### config.mk
export PLATFORM = sky130hd
export DESIGN_NAME = pingpong_nway_sched
export DESIGN_NICKNAME = d
export VERILOG_FILES = /design/src/rtl/pingpong_pkg.sv /design/src/rtl/pp_chan_addr.sv /design/src/rtl/pingpong_nway_sched.sv
export SDC_FILE = /design/constraint.sdc
export NUM_CORES = 1
export LEC_CHECK = 0
export BUFFER_PORTS_ARGS = -buffer_cell sky130_fd_sc_hd__buf_2
export CAP_MARGIN = 20
export CORE_UTILIZATION = 49
export DETAILED_ROUTE_END_ITERATION = 6
export PLACE_DENSITY = 0.78
export SYNTH_ARGS = -nofsm -noshare
export SYNTH_HDL_FRONTEND = slang
export SYNTH_SLANG_ARGS = --single-unit
export TNS_END_PERCENT = 1
### constraint.sdc
create_clock -name clk -period 2.8 [get_ports clk]
set_input_delay 0.28 -clock clk [delete_from_list [all_inputs] [get_ports clk]]
set_output_delay 0.28 -clock clk [all_outputs]
set_load 0.005 [all_outputs]
### src/rtl/pingpong_pkg.sv
// Shared definitions for the N-channel ping-pong write scheduler.
//   state_t : FSM state encoding (IDLE..HALT), 3 bits wide.
//   clogb2  : ceil(log2(n)) with a minimum of 1 bit, used to size channel indices.
package pingpong_pkg;

    typedef enum logic [2:0] {
        IDLE = 3'd0,
        ARM  = 3'd1,
        RUN  = 3'd2,
        DONE = 3'd3,
        HALT = 3'd4
    } state_t;

    function automatic int unsigned clogb2(input int unsigned n);
        int unsigned w;
        w = 1;
        while ((32'd1 << w) < n) begin
            w = w + 1;
        end
        return w;
    endfunction

endpackage

### src/rtl/pp_chan_addr.sv
// Per-channel bias address register.
//   clk, rst_n  : clock, async active-low reset (bias returns to OFFSET)
//   reload      : restore OFFSET (session start / restart after halt)
//   advance     : step bias by ADVANCE (this channel finished a burst)
//   end_addr    : exclusive upper limit for the in-range flag
//   bias        : registered bias address
//   in_range_c  : bias < end_addr (combinational)
module pp_chan_addr
    import pingpong_pkg::*;
#(
    parameter int unsigned         ADDR_W  = 32,
    parameter logic [ADDR_W-1:0]   OFFSET  = '0,
    parameter logic [ADDR_W-1:0]   ADVANCE = '0
) (
    input  logic              clk,
    input  logic              rst_n,
    input  logic              reload,
    input  logic              advance,
    input  logic [ADDR_W-1:0] end_addr,
    output logic [ADDR_W-1:0] bias,
    output logic              in_range_c
);

    logic [ADDR_W:0]   sum_c;
    logic [ADDR_W-1:0] bias_d;

    // Carry out of the advance saturates the bias so it can never wrap back into range.
    always_comb begin
        sum_c  = {1'b0, bias} + {1'b0, ADVANCE};
        bias_d = bias;
        if (reload) begin
            bias_d = OFFSET;
        end else if (advance) begin
            bias_d = sum_c[ADDR_W] ? '1 : sum_c[ADDR_W-1:0];
        end
    end

    always_ff @(posedge clk or negedge rst_n) begin
        if (!rst_n) begin
            bias <= OFFSET;
        end else begin
            bias <= bias_d;
        end
    end

    assign in_range_c = ({1'b0, bias} < {1'b0, end_addr});

endmodule

### src/rtl/pingpong_nway_sched.sv
// N-channel round-robin burst scheduler feeding NUM_CH AXI write engines.
//   start/data_en/data     : session control and source stream
//   warn_thres/cancel_thres: FIFO halt / resume hysteresis thresholds
//   fifo_cnt               : packed per-channel FIFO occupancy
//   end_addr               : exclusive bias limit
//   txn_done/wready_in     : per-channel burst complete / WREADY
//   wready_out             : WREADY of the active channel (combinational)
//   txn_init/wvalid/wdata  : per-channel burst start, data enable, shared data
//   bias_addr              : packed per-channel bias address
//   act_ch/state           : active channel, FSM state
//   write_done/halted/restart_cnt : session status
module pingpong_nway_sched
    import pingpong_pkg::*;
#(
    parameter int unsigned NUM_CH    = 4,
    parameter int unsigned DATA_W    = 32,
    parameter int unsigned ADDR_W    = 32,
    parameter int unsigned BURST_LEN = 16,
    parameter int unsigned CNT_W     = 8,
    localparam int unsigned CH_W     = clogb2(NUM_CH)
) (
    input  logic                       clk,
    input  logic                       rst_n,
    input  logic                       start,
    input  logic                       data_en,
    input  logic [DATA_W-1:0]          data,
    input  logic [CNT_W-1:0]           warn_thres,
    input  logic [CNT_W-1:0]           cancel_thres,
    input  logic [NUM_CH*CNT_W-1:0]    fifo_cnt,
    input  logic [ADDR_W-1:0]          end_addr,
    input  logic [NUM_CH-1:0]          txn_done,
    input  logic [NUM_CH-1:0]          wready_in,
    output logic                       wready_out,
    output logic [NUM_CH-1:0]          txn_init,
    output logic [NUM_CH*ADDR_W-1:0]   bias_addr,
    output logic [NUM_CH-1:0]          wvalid,
    output logic [DATA_W-1:0]          wdata,
    output logic [CH_W-1:0]            act_ch,
    output logic [2:0]                 state,
    output logic                       write_done,
    output logic                       halted,
    output logic [7:0]                 restart_cnt
);

    localparam int unsigned STRIDE  = BURST_LEN * DATA_W / 8;
    localparam int unsigned ADVANCE = NUM_CH * STRIDE;

    state_t            state_q, state_d;
    logic [CH_W-1:0]   act_ch_q, act_ch_d, nxt_c;
    logic              prearm_q, prearm_d;
    logic              armed_q, armed_d;
    logic              de_q;
    logic              warn_c, clear_c, nxt_in_range_c, nxt_armed_c, de_rise_c, reload_c;
    logic [NUM_CH-1:0] in_range, adv_c, txn_init_d, wvalid_d;
    logic              write_done_d, halted_d;
    logic [7:0]        restart_d;

    // Warning when any FIFO reaches warn_thres; clear only when every FIFO is at/below cancel_thres.
    always_comb begin
        warn_c  = 1'b0;
        clear_c = 1'b1;
        for (int unsigned k = 0; k < NUM_CH; k++) begin
            if (fifo_cnt[k*CNT_W +: CNT_W] >= warn_thres)  warn_c  = 1'b1;
            if (fifo_cnt[k*CNT_W +: CNT_W] > cancel_thres) clear_c = 1'b0;
        end
    end

    // Successor channel and its in-range flag.
    always_comb begin
        nxt_c          = (act_ch_q == CH_W'(NUM_CH - 1)) ? '0 : act_ch_q + CH_W'(1);
        nxt_in_range_c = 1'b0;
        for (int unsigned k = 0; k < NUM_CH; k++) begin
            if (CH_W'(k) == nxt_c) nxt_in_range_c = in_range[k];
        end
    end

    // Successor counts as armed once its pre-arm pulse is issued (or is being issued now).
    assign nxt_armed_c = armed_q | (prearm_q & nxt_in_range_c);
    assign de_rise_c   = data_en & ~de_q;
    assign reload_c    = ((state_q == IDLE) || (state_q == HALT)) && (state_d == ARM);
    assign adv_c       = ((state_q != IDLE) && (state_q != HALT)) ? txn_done : '0;

    // Next-state and registered-output decode.
    always_comb begin
        state_d      = state_q;
        act_ch_d     = act_ch_q;
        prearm_d     = 1'b0;
        armed_d      = 1'b0;
        txn_init_d   = '0;
        wvalid_d     = '0;
        write_done_d = write_done;
        halted_d     = halted;
        restart_d    = restart_cnt;

        unique case (state_q)
            IDLE: if (start) state_d = ARM;
            ARM: begin
                if (!start)         state_d = IDLE;
                else if (warn_c)    state_d = HALT;
                else if (de_rise_c) state_d = RUN;
            end
            RUN: begin
                if (!start)      state_d = IDLE;
                else if (warn_c) state_d = HALT;
                else if (txn_done[act_ch_q]) begin
                    if (nxt_armed_c) act_ch_d = nxt_c;
                    else             state_d  = DONE;
                end
            end
            DONE: if (!start) state_d = IDLE;
            HALT: begin
                if (!start)       state_d = IDLE;
                else if (clear_c) state_d = ARM;
            end
            default: state_d = IDLE;
        endcase

        if ((state_d == IDLE) || (state_d == ARM)) act_ch_d = '0;

        // Channel 0 always gets one burst on ARM entry, regardless of range.
        if ((state_d == ARM) && (state_q != ARM)) txn_init_d[0] = 1'b1;

        if ((state_q == RUN) && (state_d == RUN) && prearm_q) begin
            for (int unsigned k = 0; k < NUM_CH; k++) begin
                if (CH_W'(k) == nxt_c) txn_init_d[k] = nxt_in_range_c;
            end
        end

        if (state_d == RUN) begin
            prearm_d = (state_q != RUN) || (act_ch_d != act_ch_q);
            armed_d  = ((state_q == RUN) && (act_ch_d == act_ch_q)) ? nxt_armed_c : 1'b0;
            for (int unsigned k = 0; k < NUM_CH; k++) begin
                if (CH_W'(k) == act_ch_d) wvalid_d[k] = data_en;
            end
        end

        if ((state_q == IDLE) && (state_d == ARM)) begin
            write_done_d = 1'b0;
            halted_d     = 1'b0;
        end
        if (state_d == DONE) write_done_d = 1'b1;
        if ((state_d == HALT) && (state_q != HALT)) begin
            halted_d = 1'b1;
            if (restart_cnt != 8'hFF) restart_d = restart_cnt + 8'd1;
        end
    end

    always_ff @(posedge clk or negedge rst_n) begin
        if (!rst_n) begin
            state_q     <= IDLE;
            act_ch_q    <= '0;
            prearm_q    <= 1'b0;
            armed_q     <= 1'b0;
            de_q        <= 1'b0;
            txn_init    <= '0;
            wvalid      <= '0;
            wdata       <= '0;
            write_done  <= 1'b0;
            halted      <= 1'b0;
            restart_cnt <= '0;
        end else begin
            state_q     <= state_d;
            act_ch_q    <= act_ch_d;
            prearm_q    <= prearm_d;
            armed_q     <= armed_d;
            de_q        <= data_en;
            txn_init    <= txn_init_d;
            wvalid      <= wvalid_d;
            wdata       <= data;
            write_done  <= write_done_d;
            halted      <= halted_d;
            restart_cnt <= restart_d;
        end
    end

    assign state  = state_q;
    assign act_ch = act_ch_q;

    always_comb begin
        wready_out = 1'b0;
        for (int unsigned k = 0; k < NUM_CH; k++) begin
            if (CH_W'(k) == act_ch_q) wready_out = wready_in[k];
        end
    end

    // Channel k starts at k*STRIDE and steps by NUM_CH*STRIDE, interleaving the address space.
    for (genvar k = 0; k < NUM_CH; k++) begin : g_ch
        pp_chan_addr #(
            .ADDR_W  (ADDR_W),
            .OFFSET  (ADDR_W'(k * STRIDE)),
            .ADVANCE (ADDR_W'(ADVANCE))
        ) u_addr (
            .clk        (clk),
            .rst_n      (rst_n),
            .reload     (reload_c),
            .advance    (adv_c[k]),
            .end_addr   (end_addr),
            .bias       (bias_addr[k*ADDR_W +: ADDR_W]),
            .in_range_c (in_range[k])
        );
    end

endmodule

==> summary.md, run 1 <==
| Metric | Value |
|---|---|
| CTS buffer count | 17 |
| Most Frequent Cell on Critical Path | buf_6 |
| Number of synthesized register bits | 161 |
| Post-Synthesis Cells | 1222 |
| Synthesized cell area | 11600 µm² |
| Worst r2r src | g_ch[0].u_addr.bias[6]$_DFFE_PN0P_ |
| Levels on crit path | 13 |
| Register area share after synthesis | 0.348 |
| Max-cap violations | 0 |
| Critical path arrival | 3.37 ns |
| Max Root-Sink Buffers | 2 |
| Combinational Power Share | 0.262 |
| Ratio of cells with drive above 1 in the final layout | 0.380 |
| Most used DFF post-synth | dfrtp_1 |
| CP Class | reg2reg |
| Clk pin slew, worst setup/hold paths | 0.07 ns |
| Violated checks | negative setup slack |
| Fmax | 0.323 GHz |
| Ports | 308 |
| Least-Margin Pin Slew | 0.612 ns |
| Post-synth EDFFs | 0 |
| TritonCTS clock tree | built |
| Period utilisation layout | 1.10 |
| CP Max Fanout | 8 |
| Via count of the routed design | 12200 |
| Syn Area/Cell | 9.50 µm² |
| Buffers on Ports | 307 |
| Critical Path RT | 3.08 ns |
| Setup crit start kind | flip-flop |
| Final setup vio count | 111 |
| Endpoint of the worst register-to-register path | g_ch[2].u_addr.bias[15]$_DFFE_PN0P_ |
| Final #Nets | 2133 |
| Cell Rows | 55 |
| Kind of end point of the critical path | flip-flop |
| Synth unique cells | 66 |
| Sw Share | 0.322 |
| Hold Violations, Final | 0 |
| CP max-delay cell | dfrtp_2 |
| Rel. slew slack | 0.592 |
| Reg2reg path depth | 13 |
| Die W | 156 µm |
| Switch Pwr | 2.14 mW |
| Crit path max-delay family | compound AO/OA/AOI/OAI gates |
| Worst hold path class | in2reg |
| Share of total power in the clock network | 0.350 |
| R2r setup slk | -0.29 ns |
| RSZ-0062 raised after global routing | yes |
| Hold Slack | 0.364 ns |
| Chip height | 156 µm |
| Ant. Diodes | 0 |
| Total grt overflow | 0 |
| CP Cell Sequence | buf_6 -> ha_4 -> nand4_1 -> or3_4 -> o221ai_4 -> a21oi_4 -> o211ai_4 -> nand3b_4 -> a211oi_4 -> buf_6 -> buf_12 -> buf_4 -> a21oi_1 |
| Final WL | 40500 µm |
| Worst Setup SP | g_ch[0].u_addr.bias[6]$_DFFE_PN0P_ |
| Pint | 4.50 mW |
| Setup crit end | g_ch[2].u_addr.bias[15]$_DFFE_PN0P_ |
| Die area | 24300 µm² |
| PwrDens | 395 nW/µm² |
| Max incr delay on CP | 0.50 ns |
| Core area | 22900 µm² |
| Global-route wire length before repair | 62900 µm |
| Sequential power share | 0.388 |
| Max Slew Vio Count | 0 |
| Clk_skew | 0.0147 ns |
| Multi-input gate area | 7390 µm² |
| Time the worst path needs with I/O delays and setup | 3.09 ns |
| Placed inst area | 15300 µm² |
| Vias in the first global route | 12300 |
| Peak supply drop | 0.433 mV |
| Dpl hpwl | 30400 µm |
| Final instance area | 16800 µm² |
| Root Buffer | clkbuf_16 |
| Status | finished, violations left |
| Synthesized Nets | 1544 |
| # DRC | 0 |
| Antenna violations before repair | 0 |
| Initial DRC Count | 856 |
| Gr usage total | 0.334 |
| Clk sink count | 161 |
| H-tree levels | 4 |
| Later-pin clock latency in the skew report | 0.44 ns |
| Initial Util | 0.506 |
| Asr flop ratio synth | 1.00 |
| DRT Pass-1 Iters | 5 |
| Area Overhead vs Synth | 44.8% |
| Worst path bufs/invs | 4 |
| Largest net degree at the start of global routing | 62 |
| Leakage | 8.89 nW |
| Syn. warnings | 0 |
| Routed Antenna Nets | 0 |
| Filler instances | 1629 |
| Average via count per standard cell | 5.70 |
| Routed len/inst | 19.0 µm |
| Worst Setup Slack, final | -0.292 ns |
| Register area | 4040 µm² |
| GP Congestion | 0.939 |
cell usage after synthesis (3+ instances only):
cell       count  area, µm²
nor3_1        22        110
a221oi_1       5       43.8
nand2_1       76        285
and3_1        26        163
nor2_1        52        195
a21o_1        11       82.6
a311oi_1       3       26.3
o211ai_1       8       60.1
nand4_1       58        363
nand2b_1       9       56.3
inv_1         74        278
or3_1          5       31.3
xnor2_1       33        289
ha_1         198       2480
o21a_1         5       37.5
nor3b_1        7       52.6
buf_4         25        188
dfstp_2        3       78.8
o22ai_1        6       37.5
a2111oi_0      5       43.8
o21ai_0       33        165
o221ai_1       3       26.3
o21bai_1       4       30.0
o2111ai_1      3       26.3
and4_1        10       87.6
dfrtp_1      158       3950
a211o_1        4       35.0
a211oi_1      11       82.6
or3b_2         4       35.0
nor2b_1       15       93.8
and2_1         4       25.0
a31oi_1        6       37.5
buf_6         10        113
a22oi_1        3       22.5
xor2_1        49        429
nor4_1        10       62.6
mux2i_1        6       60.1
a21boi_0       3       22.5
nand3_1       65        325
clkbuf_1      12       45.0
a21oi_1      149        746
layout by cell type, fill, tap and decap left out, drive strengths merged, types with 7 or more instances in the layout:
master         n
a211oi        12
a21o          11
a21oi        149
and3          26
and4          10
buf          584
clkbuf        18
dfrtp        158
dlygate4sd3   34
ha           198
inv           84
nand2         76
nand2b         9
nand3         65
nand4         58
nor2          52
nor2b         15
nor3          22
nor3b          7
nor4          10
o211ai         9
o21ai         34
xnor2         33
xor2          49
state kept, by name, summed over array words and instances, names as in the netlist:
name              count
wdata                32
act_ch                2
armed_q               1
prearm_q              1
wvalid                4
halted                1
restart_cnt           8
de_q                  1
state                 3
g_ch.u_addr.bias    103
txn_init              4
write_done            1
worst register-to-register path, stage by stage, from the launching register on:
cell      delay [ns]
dfrtp_2         0.50
buf_6           0.16
ha_4            0.25
nand4_1         0.10
or3_4           0.40
o221ai_4        0.27
a21oi_4         0.12
o211ai_4        0.24
nand3b_4        0.11
a211oi_4        0.24
buf_6           0.20
buf_12          0.16
buf_4           0.14
a21oi_1         0.06
through the flow:
| step | util | cells | setup slack, ns | TNS [ns] | power, mW |
|---|---|---|---|---|---|
| after global placement | 0.667 | 2059 | -0.517 | -50.76 | 4.07 |
| after global routing | 0.733 | 2137 | -0.366 | -30.58 | 6.92 |
| after floorplan | - | 1222 | -0.0158 | -1.14 | 3.33 |
| after CTS | 0.724 | 2136 | -0.235 | -16.24 | 6.58 |
| final | 0.733 | 2137 | -0.292 | -20.95 | 6.64 |
| after detailed placement | 0.667 | 2059 | -0.574 | -49.32 | 4.13 |
how the worst min path moves through the flow:
stage,start,end,slack [ns],cells past startpoint
after CTS,start,state[0]$_DFF_PN0_,0.33,3
after floorplan,rst_n,act_ch[0]$_DFF_PN0_,-0.02,0
after global routing,start,state[0]$_DFF_PN0_,0.38,3
final,start,state[0]$_DFF_PN0_,0.36,3
after global placement,rst_n,g_ch[3].u_addr.bias[14]$_DFFE_PN0P_,0.29,1
after detailed placement,rst_n,g_ch[3].u_addr.bias[13]$_DFFE_PN0P_,0.29,1
what timing repair did:
item                                    in CTS  in global routing
cloned                                       2                  0
buffers inserted                            10                  1
hold buffers                                34                  0
hold endpoints to repair                    90                  0
endpoints found under the setup margin     115                112
pin swaps                                   18                 14
gates resized for setup                     50                 39
cell type report:
class | instances | share of cell area
multi-input combinational | 939 | 0.440
timing repair buffer | 618 | 0.246
sequential | 161 | 0.240
clock buffer | 18 | 0.0261
tap | 313 | 0.0233
inverter | 74 | 0.0165
clock inverter | 14 | 0.00834
per-layer routing:
metal / track usage / vias up / wire length, µm
met5: 0 / - / 0
met3: 0.0717 / 128 / 3340
met4: 0.153 / 0 / 1910
met2: 0.570 / 615 / 19600
li1: - / 5673 / -
met1: 0.402 / 5767 / 15700
cell families (layout without fill, tap and decap cells):
kind of cell             Yosys count  count (layout)  synth area share
flip-flops                       161             161             0.348
adder cells (fa/ha/maj)          198             198             0.214
AO/OA/AOI/OAI                    280             280             0.146
XOR/XNOR                          82              82            0.0619
multiplexers                       7               7           0.00615
buffers and inverters            122             724            0.0541
AND/OR/NAND/NOR                  372             372             0.170
power by group through the flow:
stage                     clock network [mW]  registers, mW  logic (mW)
final                                   2.32           2.58        1.74
after global routing                    2.44           2.59        1.89
after CTS                               2.34           2.57        1.67
after detailed placement                   0           2.61        1.52
after global placement                     0           2.61        1.46
after floorplan                            0           2.64       0.694
Note: power is estimated with default switching activity, not from simulation.
==> run 2: changes to the inputs <==
--- a/config.mk
+++ b/config.mk
@@ -8,4 +8,5 @@
 export BUFFER_PORTS_ARGS = -buffer_cell sky130_fd_sc_hd__buf_2
 export CAP_MARGIN = 20
+export CORE_ASPECT_RATIO = 1.4
 export CORE_UTILIZATION = 49
 export DETAILED_ROUTE_END_ITERATION = 6
==> constraint.sdc (replaced) <==
create_clock -name clk -period 2.8 [get_ports clk]
set_input_delay 0.14 -clock clk [delete_from_list [all_inputs] [get_ports clk]]
set_output_delay 0.14 -clock clk [all_outputs]
set_load 0.005 [all_outputs]
==> summary.md, run 2 (synthesized netlist as in run 1, its figures left out) <==
| Metric | Value |
|---|---|
| Status | finished, violations left |
| CP Class | reg2reg |
| Time the worst path needs with I/O delays and setup | 3.18 ns |
| Worst Setup Slack, final | -0.377 ns |
| Sequential power share | 0.391 |
| Worst hold path class | in2reg |
| Clk sink count | 161 |
| H-tree levels | 4 |
| Hold Path Stages | 4 |
| GRT met3 Usage | 0.0524 |
| Buffers on Ports | 307 |
| Vias in the first global route | 12200 |
| TritonCTS clock tree | built |
| Worst r2r src | g_ch[1].u_addr.bias[30]$_DFFE_PN0P_ |
| GP Congestion | 0.926 |
| Max reg flops | 103 |
| Least-Margin Pin Slew | 0.871 ns |
| Routed len/inst | 18.4 µm |
| Min-delay src | start |
| Largest net degree at the start of global routing | 85 |
| Final instance area | 16200 µm² |
| Post-CTS Setup Inserts | 0 |
| Setup crit start kind | flip-flop |
| Critical path arrival | 3.49 ns |
| Routed Antenna Nets | 0 |
| CP Max Fanout | 25 |
| Max Root-Sink Buffers | 2 |
| GRT met2 Usage | 0.573 |
| Critical Path RT | 3.11 ns |
| Die area | 24300 µm² |
| Via count of the routed design | 11900 |
| Most common cell after layout, fill and taps aside | buf_2 |
| Global-route wire length before repair | 60600 µm |
| Chip height | 184 µm |
| # DRC | 0 |
| Most flop-heavy register | g_ch.u_addr.bias |
| Ports | 308 |
| Combinational Power Share | 0.239 |
| Register area | 4040 µm² |
| Leakage | 8.71 nW |
| Violated checks | negative setup slack |
| GRT busiest layer | met2 |
| Switch Pwr | 1.94 mW |
| PwrDens | 404 nW/µm² |
| R2r setup slk | -0.38 ns |
| Kind of end point of the critical path | flip-flop |
| Period utilisation layout | 1.13 |
| Hold Slack | 0.171 ns |
| CTS buffer count | 17 |
| Share of total power in the clock network | 0.370 |
| Final WL | 38700 µm |
| Total grt overflow | 0 |
| Hold EP | state[2]$_DFF_PN0_ |
| Placed inst area | 15200 µm² |
| DRT Pass-1 Iters | 5 |
| Clk pin slew, worst setup/hold paths | 0.06 ns |
| Reg2reg path depth | 12 |
| Leading registers by flop count | g_ch.u_addr.bias: 103 flops, wdata: 32 flops, restart_cnt: 8 flops |
| Commonest non-fill, non-tap cells in the layout | 306 x buf_2, 243 x buf_4, 197 x ha_1 |
| Fmax | 0.315 GHz |
| Later-pin clock latency in the skew report | 0.45 ns |
| RSZ-0062 raised after global routing | yes |
| Filler instances | 1751 |
| Ratio of cells with drive above 1 in the final layout | 0.346 |
| Peak supply drop | 0.562 mV |
| Core area | 23200 µm² |
| Rel. slew slack | 0.415 |
| Initial Util | 0.500 |
| Final #Nets | 2107 |
| Cell Rows | 66 |
| Die W | 132 µm |
| Endpoint of the worst register-to-register path | g_ch[0].u_addr.bias[19]$_DFFE_PN0P_ |
| Initial DRC Count | 659 |
| Dpl hpwl | 30100 µm |
| Antenna violations before repair | 0 |
| Ant. Diodes | 0 |
| Pint | 4.62 mW |
| Clk_skew | 0.0103 ns |
| Gr usage total | 0.322 |
| Met1 Usage GRT | 0.349 |
| Max-cap violations | 0 |
| Final setup vio count | 113 |
| Average via count per standard cell | 5.66 |
| Max Slew Vio Count | 0 |
| Sw Share | 0.295 |
| Root Buffer | clkbuf_16 |
| Hold Violations, Final | 0 |
| Area Overhead vs Synth | 39.8% |
| Multi-input gate area | 7070 µm² |
run 2: changes by cell type in the layout (fill, tap and decap cells not counted), sizes merged:
cell      delta
clkinvlp     +1
bufinv       +3
clkbuf       +3
buf         -26
clkinv       +1
inv          -8
run 2: layout make-up:
class / count / share of cell area
Inverter: 74 / 0.0171
Tap cell: 306 / 0.0236
Multi-Input combinational cell: 939 / 0.436
Clock inverter: 11 / 0.00948
Sequential cell: 161 / 0.249
Clock buffer: 21 / 0.0278
Timing Repair Buffer: 592 / 0.238
run 2: worst max-delay path, stage by stage, from the launching register on:
cell      delay (ns)
dfrtp_1         0.41
ha_1            0.31
nand4_1         0.17
or4_4           0.53
o221ai_1        0.26
a22oi_2         0.14
o211ai_2        0.25
buf_4           0.18
nand3b_4        0.08
a211oi_4        0.27
buf_12          0.19
buf_12          0.18
a21oi_1         0.07
run 2: worst max-delay path by stage:
stage                                        start                                   to  slack [ns]  cells after the start
5_1_grt        g_ch[1].u_addr.bias[30]$_DFFE_PN0P_  g_ch[0].u_addr.bias[20]$_DFFE_PN0P_       -0.48                     12
3_3_place_gp    g_ch[2].u_addr.bias[6]$_DFFE_PN0P_                   prearm_q$_DFF_PN0_       -0.48                     11
2_1_floorplan  g_ch[0].u_addr.bias[11]$_DFFE_PN0P_  g_ch[1].u_addr.bias[10]$_DFFE_PN0P_       -0.05                     11
3_5_place_dp    g_ch[2].u_addr.bias[6]$_DFFE_PN0P_                  wvalid[3]$_DFF_PN0_       -0.53                     11
4_1_cts        g_ch[1].u_addr.bias[30]$_DFFE_PN0P_  g_ch[0].u_addr.bias[19]$_DFFE_PN0P_       -0.30                     12
6_report       g_ch[1].u_addr.bias[30]$_DFFE_PN0P_  g_ch[0].u_addr.bias[19]$_DFFE_PN0P_       -0.38                     12
run 2: per-stage QoR:
stage | worst slack, ns | power (mW) | utilization | setup TNS, ns | std cells
global placement | -0.475 | 4.03 | 0.653 | -31.16 | 2038
detailed placement | -0.533 | 4.09 | 0.653 | -40.33 | 2038
floorplan | -0.0519 | 3.33 | - | -4.52 | 1222
global route | -0.484 | 6.85 | 0.699 | -48.22 | 2104
CTS | -0.301 | 6.56 | 0.697 | -27.97 | 2104
finish | -0.377 | 6.56 | 0.699 | -35.16 | 2104
run 2: layer usage:
metal	wire length, µm	part of all wire
met1	14300	0.37
met2	19700	0.51
met3	2220	0.057
met4	2430	0.063
met5	0	0
run 2: power groups by stage:
stage                     registers [mW]  clock network [mW]  logic, mW
final                               2.56                2.42       1.57
after global routing                2.58                2.55       1.73
after CTS                           2.56                2.45       1.55
after detailed placement            2.60                   0       1.49
after global placement              2.59                   0       1.44
after floorplan                     2.64                   0      0.690
run 2: repair_timing:
action / 4_1_cts / 5_1_grt
resized for setup: 18 / 8
hold buffers: 34 / 0
pin swaps: 4 / 3
endpoints found under the setup margin: 117 / 116
hold endpoints to repair: 79 / 0
==> run 3: changes to the inputs <==
ABC_AREA = 1   (was unset)
CORE_UTILIZATION = 50   (was 49)
==> summary.md, run 3 <==
| Metric | Value |
|---|---|
| Sequential power share | 0.372 |
| Fmax | 0.339 GHz |
| Violated checks | negative setup slack |
| Commonest non-fill, non-tap cells in the layout | 312 x inv_1, 307 x buf_2, 290 x nand2_1 |
| Leakage | 9.99 nW |
| CP Class | reg2reg |
| Asr flop ratio synth | 1.00 |
| CP max-delay cell | dfrtp_1 |
| Multi-input gate area | 7680 µm² |
| Most common cell in the synthesized netlist | inv_1 |
| DP Cell Count | 2428 |
| Clk_skew | 0.0147 ns |
| Gr usage total | 0.324 |
| Most used DFF post-synth | dfrtp_1 |
| # DRC | 0 |
| Yosys top cell area share | 0.306 |
| Max Slew Vio Count | 0 |
| Buffers on Ports | 307 |
| Clk pin slew, worst setup/hold paths | 0.07 ns |
| Average via count per standard cell | 5.47 |
| Tot Pwr | 6.94 mW |
| Worst hold path class | in2reg |
| CTS buffer count | 17 |
| Max incr delay on CP | 0.43 ns |
| Global-route wire length before repair | 65300 µm |
| Kind of end point of the critical path | flip-flop |
| Synth top cells by count | 316 x inv_1, 307 x nand2_1, 198 x ha_1 |
| Later-pin clock latency in the skew report | 0.44 ns |
| Switch Pwr | 2.28 mW |
| GP Congestion | 0.941 |
| Final WL | 43700 µm |
| Share of total power in the clock network | 0.332 |
| PwrDens | 400 nW/µm² |
| Time the worst path needs with I/O delays and setup | 2.95 ns |
| Area leader, netlist | dfrtp_1 |
| Status | finished, violations left |
| Setup crit start kind | flip-flop |
| RSZ-0062 raised after global routing | yes |
| Worst Setup SP | g_ch[0].u_addr.bias[28]$_DFFE_PN0P_ |
| Leading registers by flop count | g_ch.u_addr.bias: 103 flops, wdata: 32 flops, restart_cnt: 8 flops |
| Setup crit end | g_ch[3].u_addr.bias[29]$_DFFE_PN0P_ |
| Worst slack, placed | -0.181 ns |
| Syn. warnings | 0 |
| Syn Area/Cell | 7.58 µm² |
| Clk sink count | 161 |
| Vias in the first global route | 13300 |
| Critical Path RT | 3.13 ns |
| Total grt overflow | 0 |
| Most common cell after layout, fill and taps aside | inv_1 |
| Number of synthesized register bits | 161 |
| Routed Antenna Nets | 0 |
| Most Frequent Cell on Critical Path | nand2_2 |
| Fin cells | 2514 |
| Rel. slew slack | 0.603 |
| TritonCTS clock tree | built |
| Max Root-Sink Buffers | 2 |
| Max reg flops | 103 |
| Die W | 138 µm |
| Most flop-heavy register | g_ch.u_addr.bias |
| Combinational Power Share | 0.296 |
| Period utilisation layout | 1.05 |
| Post-Synthesis Cells | 1706 |
| Filler instances | 2100 |
| Routed len/inst | 17.4 µm |
| Pint | 4.66 mW |
| Fin util | 0.683 |
| Critical path arrival | 3.27 ns |
| Area Overhead vs Synth | 34.0% |
| Ant. Diodes | 0 |
| R2r setup slk | -0.15 ns |
| Final #Nets | 2505 |
| Largest cells by area after synthesis | dfrtp_1 31%, ha_1 19%, inv_1 9.2% |
| Reg2reg path depth | 21 |
| Worst Setup Slack, final | -0.147 ns |
| Register area | 4040 µm² |
| Worst r2r src | g_ch[0].u_addr.bias[28]$_DFFE_PN0P_ |
| Initial DRC Count | 932 |
| CP Cell Sequence | ha_4 -> nand2_4 -> nor2_4 -> nand4_1 -> nor4_1 -> buf_4 -> nand2_4 -> nand2_4 -> nand3_2 -> nand3_2 -> nand2_2 -> nand2_2 -> nand3_2 -> inv_2 -> nand2_2 -> nand2_2 -> nand3_4 -> buf_12 -> clkbuf_16 -> nand2_1 -> inv_1 |
| Antenna violations before repair | 0 |
| Post-synth EDFFs | 0 |
| H-tree levels | 4 |
| Synth unique cells | 51 |
| Dpl hpwl | 31500 µm |
| Final setup vio count | 105 |
| Synthesized cell area | 12900 µm² |
| Root Buffer | clkbuf_16 |
| Endpoint of the worst register-to-register path | g_ch[3].u_addr.bias[29]$_DFFE_PN0P_ |
| Die area | 26500 µm² |
| Max-cap violations | 0 |
| Register area share after synthesis | 0.312 |
| Hold Violations, Final | 0 |
| Core area | 25400 µm² |
| Cell Rows | 69 |
| Largest net degree at the start of global routing | 85 |
| Least-Margin Pin Slew | 0.590 ns |
| Via count of the routed design | 13800 |
| Peak supply drop | 0.467 mV |
| Chip height | 192 µm |
| Ratio of cells with drive above 1 in the final layout | 0.282 |
| DRT Pass-1 Iters | 6 |
| Setup TNS | -9.96 ns |
| CP Max Fanout | 13 |
| Ports | 308 |
| Initial Util | 0.509 |
| Sw Share | 0.328 |
| Synthesized Nets | 2028 |
[run 3: cell count changes after synthesis, sizes merged, moves of 24 or more]
| cell | before | now |
|---|---|---|
| a21oi | 149 | 117 |
| nor2 | 52 | 135 |
| o21ai | 34 | 132 |
| and3 | 26 | 2 |
| nand2 | 76 | 311 |
| inv | 74 | 322 |
[run 3: worst min-delay path by stage]
stage                      from                            endpoint  cells after the start
after global placement    rst_n  g_ch[3].u_addr.bias[5]$_DFFE_PN0P_                      1
after detailed placement  rst_n  g_ch[3].u_addr.bias[5]$_DFFE_PN0P_                      1
final                     start                  halted$_DFFE_PN0P_                      3
after floorplan           rst_n                 act_ch[0]$_DFF_PN0_                      0
after global routing      start                  halted$_DFFE_PN0P_                      3
after CTS                 start                  halted$_DFFE_PN0P_                      3
[run 3: repair_timing]
item | CTS | global route
hold buffers | 34 | 0
setup endpoints to repair | 105 | 114
resized for setup | 49 | 96
setup buffers | 2 | 8
gates cloned | 5 | 6
hold endpoints to repair | 63 | 0
pin swaps | 0 | 10
[run 3: metrics by stage]
step                      instance area, µm²  hold slack [ns]
after floorplan                        12900           -0.156
after global placement                 15700           0.0426
after detailed placement               15700           0.0460
after CTS                              16900           0.0710
after global routing                   17300           0.0839
final                                  17300           0.0840
[run 3: power by group through the flow]
stage,Combinational [mW],Clock [mW],Sequential (mW)
after floorplan,0.784,0,2.66
after global placement,1.47,0,2.62
after detailed placement,1.53,0,2.62
after CTS,1.81,2.33,2.58
after global routing,2.22,2.43,2.60
final,2.05,2.30,2.58
[run 3: cell type report]
type / count / share of cell area
clock buffers: 21 / 0.0272
well taps: 319 / 0.0230
inverters: 323 / 0.0700
multi-input cells: 1173 / 0.443
repair buffers: 507 / 0.198
flip-flops and latches: 161 / 0.233
clock inverters: 10 / 0.00585
[run 3: kinds of logic (layout without fill, tap and decap cells)]
group | after synthesis | count (layout) | synth area share
muxes | 2 | 2 | 0.00174
adders and majority gates | 198 | 198 | 0.192
and+or+nand+nor | 626 | 626 | 0.217
DFF | 161 | 161 | 0.312
xor gates and xnor gates | 58 | 58 | 0.0393
AOI/OAI and AO/OA | 289 | 289 | 0.120
buffers and inverters | 372 | 861 | 0.119
[run 3: layer usage]
layer  vias up  share of wire  GRT usage
met2       625           0.50      0.566
met3       196          0.070     0.0401
met1      6389           0.37      0.373
met4         0          0.068      0.193
met5         -              0          0
li1       6545              -          -
[run 3: worst max-delay path, delay by kind of cell (launching register included)]
kind	cells	cell delay, ns
buffers and inverters	5	0.68
DFF	1	0.43
adders and majority gates	1	0.30
and+or+nand+nor	15	1.42
